<file path="config.mk">
export PLATFORM = sky130hd
export DESIGN_NAME = ysyx_22041412_axi_master
export DESIGN_NICKNAME = d
export VERILOG_FILES = /design/src/rtl/ysyx_22041412_axi_master_pkg.sv /design/src/rtl/ysyx_22041412_axi_master_size_enc.sv /design/src/rtl/ysyx_22041412_axi_master.sv
export SDC_FILE = /design/constraint.sdc
export NUM_CORES = 1
export LEC_CHECK = 0
export ABC_AREA = 1
export CORE_AREA = 2 2 189 191
export DETAILED_ROUTE_END_ITERATION = 7
export DIE_AREA = 0 0 191 193
export GPL_ROUTABILITY_DRIVEN = 0
export PLACE_DENSITY_LB_ADDON = 0.08
export SETUP_SLACK_MARGIN = 0.5
export SYNTH_ARGS = -nofsm -noshare
export SYNTH_HDL_FRONTEND = slang
export SYNTH_SLANG_ARGS = --single-unit
export TNS_END_PERCENT = 30
</file>
<file path="constraint.sdc">
create_clock -name clk -period 2.15 [get_ports clk]
set_input_delay 0.3225 -clock clk [delete_from_list [all_inputs] [get_ports clk]]
set_output_delay 0.3225 -clock clk [all_outputs]
set_load 0.02 [all_outputs]
</file>
<file path="src/rtl/ysyx_22041412_axi_master_pkg.sv">
// Shared AXI4 encodings and FSM state types for the arbiter-side AXI master bridge.
package ysyx_22041412_axi_master_pkg;

    localparam logic [2:0] SIZE_B = 3'd0;
    localparam logic [2:0] SIZE_H = 3'd1;
    localparam logic [2:0] SIZE_W = 3'd2;
    localparam logic [2:0] SIZE_D = 3'd3;

    localparam logic [1:0] BURST_INCR = 2'b01;

    localparam logic [1:0] RESP_OKAY   = 2'b00;
    localparam logic [1:0] RESP_SLVERR = 2'b10;
    localparam logic [1:0] RESP_DECERR = 2'b11;

    typedef enum logic [1:0] {
        RD_IDLE,
        RD_AR,
        RD_R
    } rd_state_t;

    typedef enum logic [1:0] {
        WR_IDLE,
        WR_ADDR,
        WR_DATA,
        WR_RESP
    } wr_state_t;

endpackage

</file>
<file path="src/rtl/ysyx_22041412_axi_master_size_enc.sv">
// Byte-mask to AxSIZE encoder; unrecognised masks fall back to a full doubleword.
module ysyx_22041412_axi_size_enc
    import ysyx_22041412_axi_master_pkg::*;
(
    input  logic [7:0] mask,
    output logic [2:0] size_c
);

    always_comb begin
        size_c = SIZE_D;
        case (mask)
            8'hFF:   size_c = SIZE_D;
            8'h0F:   size_c = SIZE_W;
            8'h03:   size_c = SIZE_H;
            8'h01:   size_c = SIZE_B;
            default: size_c = SIZE_D;
        endcase
    end

endmodule

</file>
<file path="src/rtl/ysyx_22041412_axi_master.sv">
// AXI4 master bridge: independent read and write engines behind the IF/MEM arbiter.
// Define YSYX_22041412_AXI_RESP_CHECK_EN to latch a sticky error on non-OKAY RRESP/BRESP.
module ysyx_22041412_axi_master
    import ysyx_22041412_axi_master_pkg::*;
#(
    parameter int unsigned AXI_DATA_WIDTH = 64,
    parameter int unsigned AXI_ADDR_WIDTH = 32,
    parameter int unsigned AXI_ID_WIDTH   = 4,
    parameter int unsigned AXI_STRB_WIDTH = AXI_DATA_WIDTH / 8,
    parameter logic [AXI_ID_WIDTH-1:0] AXI_ID = '0
) (
    input  logic                      clk,
    input  logic                      rst,

    input  logic                      r_valid_i,
    input  logic [AXI_ADDR_WIDTH-1:0] r_addr_i,
    input  logic [7:0]                r_size_i,
    input  logic [7:0]                r_len_i,
    output logic                      r_ready_o,
    output logic [AXI_DATA_WIDTH-1:0] data_read_o,
    output logic                      r_last_i,

    input  logic                      w_valid_i,
    input  logic [AXI_ADDR_WIDTH-1:0] w_addr_i,
    input  logic [AXI_DATA_WIDTH-1:0] rw_w_data_i,
    input  logic [7:0]                w_size_i,
    input  logic [7:0]                w_len_i,
    output logic                      w_ready_o,
    output logic                      w_last_i,

    output logic                      axi_ar_valid,
    output logic [AXI_ADDR_WIDTH-1:0] axi_ar_addr,
    output logic [AXI_ID_WIDTH-1:0]   axi_ar_id,
    output logic [7:0]                axi_ar_len,
    output logic [2:0]                axi_ar_size,
    output logic [1:0]                axi_ar_burst,
    input  logic                      axi_ar_ready,

    input  logic                      axi_r_valid,
    input  logic [AXI_DATA_WIDTH-1:0] axi_r_data,
    input  logic [1:0]                axi_r_resp,
    input  logic                      axi_r_last,
    input  logic [AXI_ID_WIDTH-1:0]   axi_r_id,
    output logic                      axi_r_ready,

    output logic                      axi_aw_valid,
    output logic [AXI_ADDR_WIDTH-1:0] axi_aw_addr,
    output logic [AXI_ID_WIDTH-1:0]   axi_aw_id,
    output logic [7:0]                axi_aw_len,
    output logic [2:0]                axi_aw_size,
    output logic [1:0]                axi_aw_burst,
    input  logic                      axi_aw_ready,

    output logic                      axi_w_valid,
    output logic [AXI_DATA_WIDTH-1:0] axi_w_data,
    output logic [AXI_STRB_WIDTH-1:0] axi_w_strb,
    output logic                      axi_w_last,
    input  logic                      axi_w_ready,

    input  logic                      axi_b_valid,
    input  logic [1:0]                axi_b_resp,
    input  logic [AXI_ID_WIDTH-1:0]   axi_b_id,
    output logic                      axi_b_ready,

    output logic                      axi_err_o
);

    logic [2:0] r_size_enc_c;
    logic [2:0] w_size_enc_c;

    ysyx_22041412_axi_size_enc u_rd_size_enc (.mask(r_size_i), .size_c(r_size_enc_c));
    ysyx_22041412_axi_size_enc u_wr_size_enc (.mask(w_size_i), .size_c(w_size_enc_c));

    assign axi_ar_id    = AXI_ID;
    assign axi_aw_id    = AXI_ID;
    assign axi_ar_burst = BURST_INCR;
    assign axi_aw_burst = BURST_INCR;

    // ---------------- read engine ----------------
    rd_state_t                 rd_state_q, rd_state_d;
    logic                      rd_cancel_q, rd_cancel_d;
    logic                      ar_valid_d, r_ready_axi_d, r_ready_d, r_last_d;
    logic [AXI_ADDR_WIDTH-1:0] ar_addr_d;
    logic [7:0]                ar_len_d;
    logic [2:0]                ar_size_d;
    logic [AXI_DATA_WIDTH-1:0] rdata_d;

    always_comb begin
        rd_state_d    = rd_state_q;
        rd_cancel_d   = rd_cancel_q;
        ar_valid_d    = axi_ar_valid;
        ar_addr_d     = axi_ar_addr;
        ar_len_d      = axi_ar_len;
        ar_size_d     = axi_ar_size;
        r_ready_axi_d = axi_r_ready;
        r_ready_d     = 1'b0;
        r_last_d      = 1'b0;
        rdata_d       = data_read_o;
        case (rd_state_q)
            RD_IDLE: begin
                // r_last_i high means upstream has not yet seen the end of the previous burst
                if (r_valid_i && !r_last_i) begin
                    rd_state_d  = RD_AR;
                    rd_cancel_d = 1'b0;
                    ar_valid_d  = 1'b1;
                    ar_addr_d   = r_addr_i;
                    ar_len_d    = r_len_i;
                    ar_size_d   = r_size_enc_c;
                end
            end
            RD_AR: begin
                if (!r_valid_i) rd_cancel_d = 1'b1;
                if (axi_ar_ready) begin
                    ar_valid_d    = 1'b0;
                    r_ready_axi_d = 1'b1;
                    rd_state_d    = RD_R;
                end
            end
            RD_R: begin
                // A cancelled burst is still drained, just never reported upstream
                if (!r_valid_i) rd_cancel_d = 1'b1;
                if (axi_r_valid) begin
                    rdata_d   = axi_r_data;
                    r_ready_d = r_valid_i && !rd_cancel_q;
                    r_last_d  = axi_r_last && r_valid_i && !rd_cancel_q;
                    if (axi_r_last) begin
                        r_ready_axi_d = 1'b0;
                        rd_state_d    = RD_IDLE;
                    end
                end
            end
            default: rd_state_d = RD_IDLE;
        endcase
    end

    always_ff @(posedge clk) begin
        if (rst) begin
            rd_state_q   <= RD_IDLE;
            rd_cancel_q  <= 1'b0;
            axi_ar_valid <= 1'b0;
            axi_ar_addr  <= '0;
            axi_ar_len   <= '0;
            axi_ar_size  <= '0;
            axi_r_ready  <= 1'b0;
            r_ready_o    <= 1'b0;
            r_last_i     <= 1'b0;
            data_read_o  <= '0;
        end else begin
            rd_state_q   <= rd_state_d;
            rd_cancel_q  <= rd_cancel_d;
            axi_ar_valid <= ar_valid_d;
            axi_ar_addr  <= ar_addr_d;
            axi_ar_len   <= ar_len_d;
            axi_ar_size  <= ar_size_d;
            axi_r_ready  <= r_ready_axi_d;
            r_ready_o    <= r_ready_d;
            r_last_i     <= r_last_d;
            data_read_o  <= rdata_d;
        end
    end

    // ---------------- write engine ----------------
    wr_state_t                 wr_state_q, wr_state_d;
    logic [7:0]                beat_q, beat_d;
    logic                      aw_valid_d, w_valid_d, w_last_d, b_ready_d, w_done_d;
    logic [AXI_ADDR_WIDTH-1:0] aw_addr_d;
    logic [7:0]                aw_len_d;
    logic [2:0]                aw_size_d;
    logic [AXI_STRB_WIDTH-1:0] strb_d;

    always_comb begin
        wr_state_d = wr_state_q;
        beat_d     = beat_q;
        aw_valid_d = axi_aw_valid;
        aw_addr_d  = axi_aw_addr;
        aw_len_d   = axi_aw_len;
        aw_size_d  = axi_aw_size;
        strb_d     = axi_w_strb;
        w_valid_d  = axi_w_valid;
        b_ready_d  = axi_b_ready;
        w_done_d   = 1'b0;
        case (wr_state_q)
            WR_IDLE: begin
                // w_valid_i is still high in the completion cycle; do not re-accept it
                if (w_valid_i && !w_ready_o) begin
                    wr_state_d = WR_ADDR;
                    aw_valid_d = 1'b1;
                    w_valid_d  = 1'b1;
                    aw_addr_d  = w_addr_i;
                    aw_len_d   = w_len_i;
                    aw_size_d  = w_size_enc_c;
                    strb_d     = AXI_STRB_WIDTH'(w_size_i);
                    beat_d     = 8'd0;
                end
            end
            WR_ADDR, WR_DATA: begin
                if (axi_w_valid && axi_w_ready) begin
                    if (axi_w_last) w_valid_d = 1'b0;
                    else            beat_d    = beat_q + 8'd1;
                end
                if (axi_aw_valid && axi_aw_ready) aw_valid_d = 1'b0;
                if (!aw_valid_d) begin
                    if (!w_valid_d) begin
                        wr_state_d = WR_RESP;
                        b_ready_d  = 1'b1;
                    end else begin
                        wr_state_d = WR_DATA;
                    end
                end
            end
            WR_RESP: begin
                if (axi_b_valid) begin
                    b_ready_d  = 1'b0;
                    w_done_d   = 1'b1;
                    wr_state_d = WR_IDLE;
                end
            end
            default: wr_state_d = WR_IDLE;
        endcase
        w_last_d = (beat_d == aw_len_d);
    end

    always_ff @(posedge clk) begin
        if (rst) begin
            wr_state_q   <= WR_IDLE;
            beat_q       <= '0;
            axi_aw_valid <= 1'b0;
            axi_aw_addr  <= '0;
            axi_aw_len   <= '0;
            axi_aw_size  <= '0;
            axi_w_valid  <= 1'b0;
            axi_w_data   <= '0;
            axi_w_strb   <= '0;
            axi_w_last   <= 1'b0;
            axi_b_ready  <= 1'b0;
            w_ready_o    <= 1'b0;
            w_last_i     <= 1'b0;
        end else begin
            wr_state_q   <= wr_state_d;
            beat_q       <= beat_d;
            axi_aw_valid <= aw_valid_d;
            axi_aw_addr  <= aw_addr_d;
            axi_aw_len   <= aw_len_d;
            axi_aw_size  <= aw_size_d;
            axi_w_valid  <= w_valid_d;
            axi_w_data   <= rw_w_data_i;
            axi_w_strb   <= strb_d;
            axi_w_last   <= w_last_d;
            axi_b_ready  <= b_ready_d;
            w_ready_o    <= w_done_d;
            w_last_i     <= w_done_d;
        end
    end

    // ---------------- response error flag ----------------
`ifdef YSYX_22041412_AXI_RESP_CHECK_EN
    logic err_d;
    logic unused_id;

    assign unused_id = ^{axi_r_id, axi_b_id};

    always_comb begin
        err_d = axi_err_o;
        if (axi_r_valid && axi_r_ready && (axi_r_resp != RESP_OKAY)) err_d = 1'b1;
        if (axi_b_valid && axi_b_ready && (axi_b_resp != RESP_OKAY)) err_d = 1'b1;
    end

    always_ff @(posedge clk) begin
        if (rst) axi_err_o <= 1'b0;
        else     axi_err_o <= err_d;
    end
`else
    logic unused_resp_id;

    assign unused_resp_id = ^{axi_r_resp, axi_b_resp, axi_r_id, axi_b_id};
    assign axi_err_o      = 1'b0;
`endif

endmodule

</file>
==> summary.md <==
| Metric | Value |
|---|---|
| Seq cells post-synth | ~240 |
| Clk_lat worst skew | between 500 and 600 ps |
| IO Count | 491 |
| Crit path launch | data_read_o[6] |
| Worst path max stage delay | slightly above 600 ps |
| RSZ-0062 raised after global routing | true |
| Slew Limit Fails | 0 |
| CTS tree | done |
| Crit path to | data_read_o[6] |
| Hold_ws | roughly 220 ps |
| Vias in the first global route | ~8000 |
| Max-slew headroom | 0.501 |
| Largest area contributor in the netlist | dfxtp_1 |
| Clk pin slew, worst setup/hold paths | ~60 ps |
| Share of cells above drive strength 1 | 0.0664 |
| Reg area | around 0.0048 mm² |
| GRT overflow | 0 |
| Hold Fails Final Rpt | 0 |
| Clock tree buffer depth | 3 |
| Nets | between 1500 and 2000 |
| Delay-heaviest family, CP | buffers and inverters |
| Core area | between 0.03 and 0.04 mm² |
| FMAX | around 550 MHz |
| Gr usage total | 0.162 |
| PwrDens | 1080 mW/mm² |
| Synth cell types | 35 |
| Commonest non-fill, non-tap cells in the layout | 313 x clkdlybuf4s50_1, 303 x nor2_1, 240 x dfxtp_1 |
| R2r endpoint | axi_w_last |
| Crit-path cells | clkdlybuf4s50_1 |
| CP max FO | 2 |
| Endpoint class of the critical path | primary output |
| FF-to-FF Start | wr_state_q[0] |
| Drt via density | between 4 and 5 |
| Die X | about 190 µm |
| Drt total wl | ~32000 µm |
| Total clock sinks | approximately 240 |
| Seq/Total Area, Yosys | 0.558 |
| Area contributors post-synth | dfxtp_1 56%, nor2_1 13%, o21ai_0 6.7% |
| Cells after Synth | between 1000 and 1500 |
| Die Ht | between 150 and 200 µm |
| HP Class | input pin to flip-flop |
| Root Buffer | clkbuf_16 |
| R2R Setup Slk | roughly 480 ps |
| Post-Syn Area per Cell | a little under 8 µm² |
| Post-Syn Area | between 0.008 and 0.009 mm² |
| Crit path required time | about 1800 ps |
| Critical Path AT | about 1500 ps |
| Most common cell after layout, fill and taps aside | clkdlybuf4s50_1 |
| Drt pass-1 iters | 4 |
| Layout Area Growth over Synthesis | 71.9% |
| CP Depth | 1 |
| CTS Buf Count | 29 |
| H-Tree Level Count | 1 |
| Initial DRC Count | 270 |
| Largest net degree at the start of global routing | a little under 80 |
| Routed Antenna Nets | 0 |
| Max-cap violations | 0 |
| Number of remaining DRC errors | 0 |
| Status | completed |
| Worst vdd rail ir drop | 0.000599 V |
| PortBufs | about 460 |
| Via Count | approximately 8500 |
| Placed Area | ~0.014 mm² |
| Wire per inst | about 15 µm |
| Final min period | around 1800 ps |
| Post-DP HPWL | 22900 µm |
| Die Area | between 0.03 and 0.04 mm² |
| Final setup vio count | 0 |
| Buf/Inv on CP | 1 |
| Multi-input gate area | 0.00314 mm² |
| Fillers | between 3000 and 4000 |
| Post-Route Setup TNS | 0 ps |
| Worst-Margin Slew | between 700 and 800 ps |
| R2R depth | 10 |
| Static leakage | ~0.0075 µW |
| Cell row count | between 60 and 70 |
| Global-route wire length before repair | 46500 µm |
| Initial antenna violation count | 8 |
| Ys Warns | 0 |
| Worst hold path startpoint | rst |
| Design area | roughly 0.015 mm² |
| Clk_skew | approximately 14 ps |
| Post-layout total power | 16200 µW |
| Period Utilization, post-route | 0.851 |
| Slowest CP cell | clkdlybuf4s50_1 |
| Critical path class | flip-flop to primary output |
| Top-area cell type share of the netlist area | 0.558 |
| CP Launch Type | flip-flop |
| Initial core utilization | 0.248 |
## cell usage after synthesis, drive strengths merged
| cell | count |
|---|---|
| nor2 | 309 |
| dfxtp | 242 |
| nand2 | 155 |
| o21ai | 126 |
| inv | 110 |
| a21oi | 60 |
| clkbuf | 47 |
| buf | 26 |
| nand3 | 21 |
| ha | 7 |
| nor3 | 3 |
| or2 | 3 |
| a31oi | 2 |
| conb | 2 |
| nand4 | 2 |
| nor4 | 2 |
| a211oi | 1 |
| and2 | 1 |
| clkinv | 1 |
| mux2i | 1 |
| nand3b | 1 |
| nor4b | 1 |
| o22ai | 1 |
## worst min-delay path by stage
stage,endpoint,cells past startpoint
2_1_floorplan,axi_w_data[0],2
3_3_place_gp,axi_aw_addr[20],2
3_5_place_dp,axi_aw_addr[10],2
4_1_cts,axi_w_strb[5],2
5_1_grt,axi_aw_addr[7],2
6_report,axi_aw_addr[31],2
## area by class of cell
class	instances	area share
clock inverters	12	0.0121
flip-flops and latches	242	0.325
well taps	461	0.0386
clock buffers	41	0.0557
inverters	111	0.0279
multi-input cells	711	0.210
diodes	3	0.000503
repair buffers	480	0.330
## power by group
part	internal (µW)	switching, µW
Sequential	5270	355
Clock	3170	2010
Combinational	2240	3120
Total	10700	5490
## per-layer routing
| metal | routed length (µm) | up-vias | track usage |
|---|---|---|---|
| met2 | 15000 | 311 | 0.270 |
| met5 | 74 | - | 0 |
| met1 | 12200 | 3750 | 0.183 |
| li1 | - | 4359 | - |
| met3 | 3970 | 54 | 0.0796 |
| met4 | 676 | 10 | 0.0480 |
## flip-flops by register name, summed over array words and instances, names as in the netlist, 2 cells and up
name / count
axi_ar_size: 2
data_read_o: 64
axi_w_data: 64
beat_q: 8
axi_aw_len: 8
axi_aw_addr: 32
axi_aw_size: 2
wr_state_q: 2
axi_ar_addr: 32
rd_state_q: 2
axi_w_strb: 8
axi_ar_len: 8
## per-stage QoR
| stage | setup slack [ps] | cells | util |
|---|---|---|---|
| floorplan | 620 | 1137 | - |
| global placement | 112 | 2002 | 0.393 |
| detailed placement | 122 | 2002 | 0.393 |
| CTS | 280 | 2055 | 0.420 |
| global route | 243 | 2060 | 0.427 |
| finish | 321 | 2061 | 0.427 |
## timing repair
| action | in CTS | in global routing |
|---|---|---|
| pin swaps | 0 | 1 |
| setup endpoints to repair | 275 | 274 |
| setup buffers | 0 | 3 |
| resized for setup | 99 | 84 |
| hold buffers | 0 | 0 |
## cell families after synthesis
kind of cell | share of synthesized area
buffers and inverters | 0.0889
AND/OR/NAND/NOR | 0.230
other | 0.000865
adder cells (fa/ha/maj) | 0.0101
AO/OA/AOI/OAI | 0.111
flip-flops | 0.558
multiplexers | 0.00115
Power figures use the tool's default switching activity.
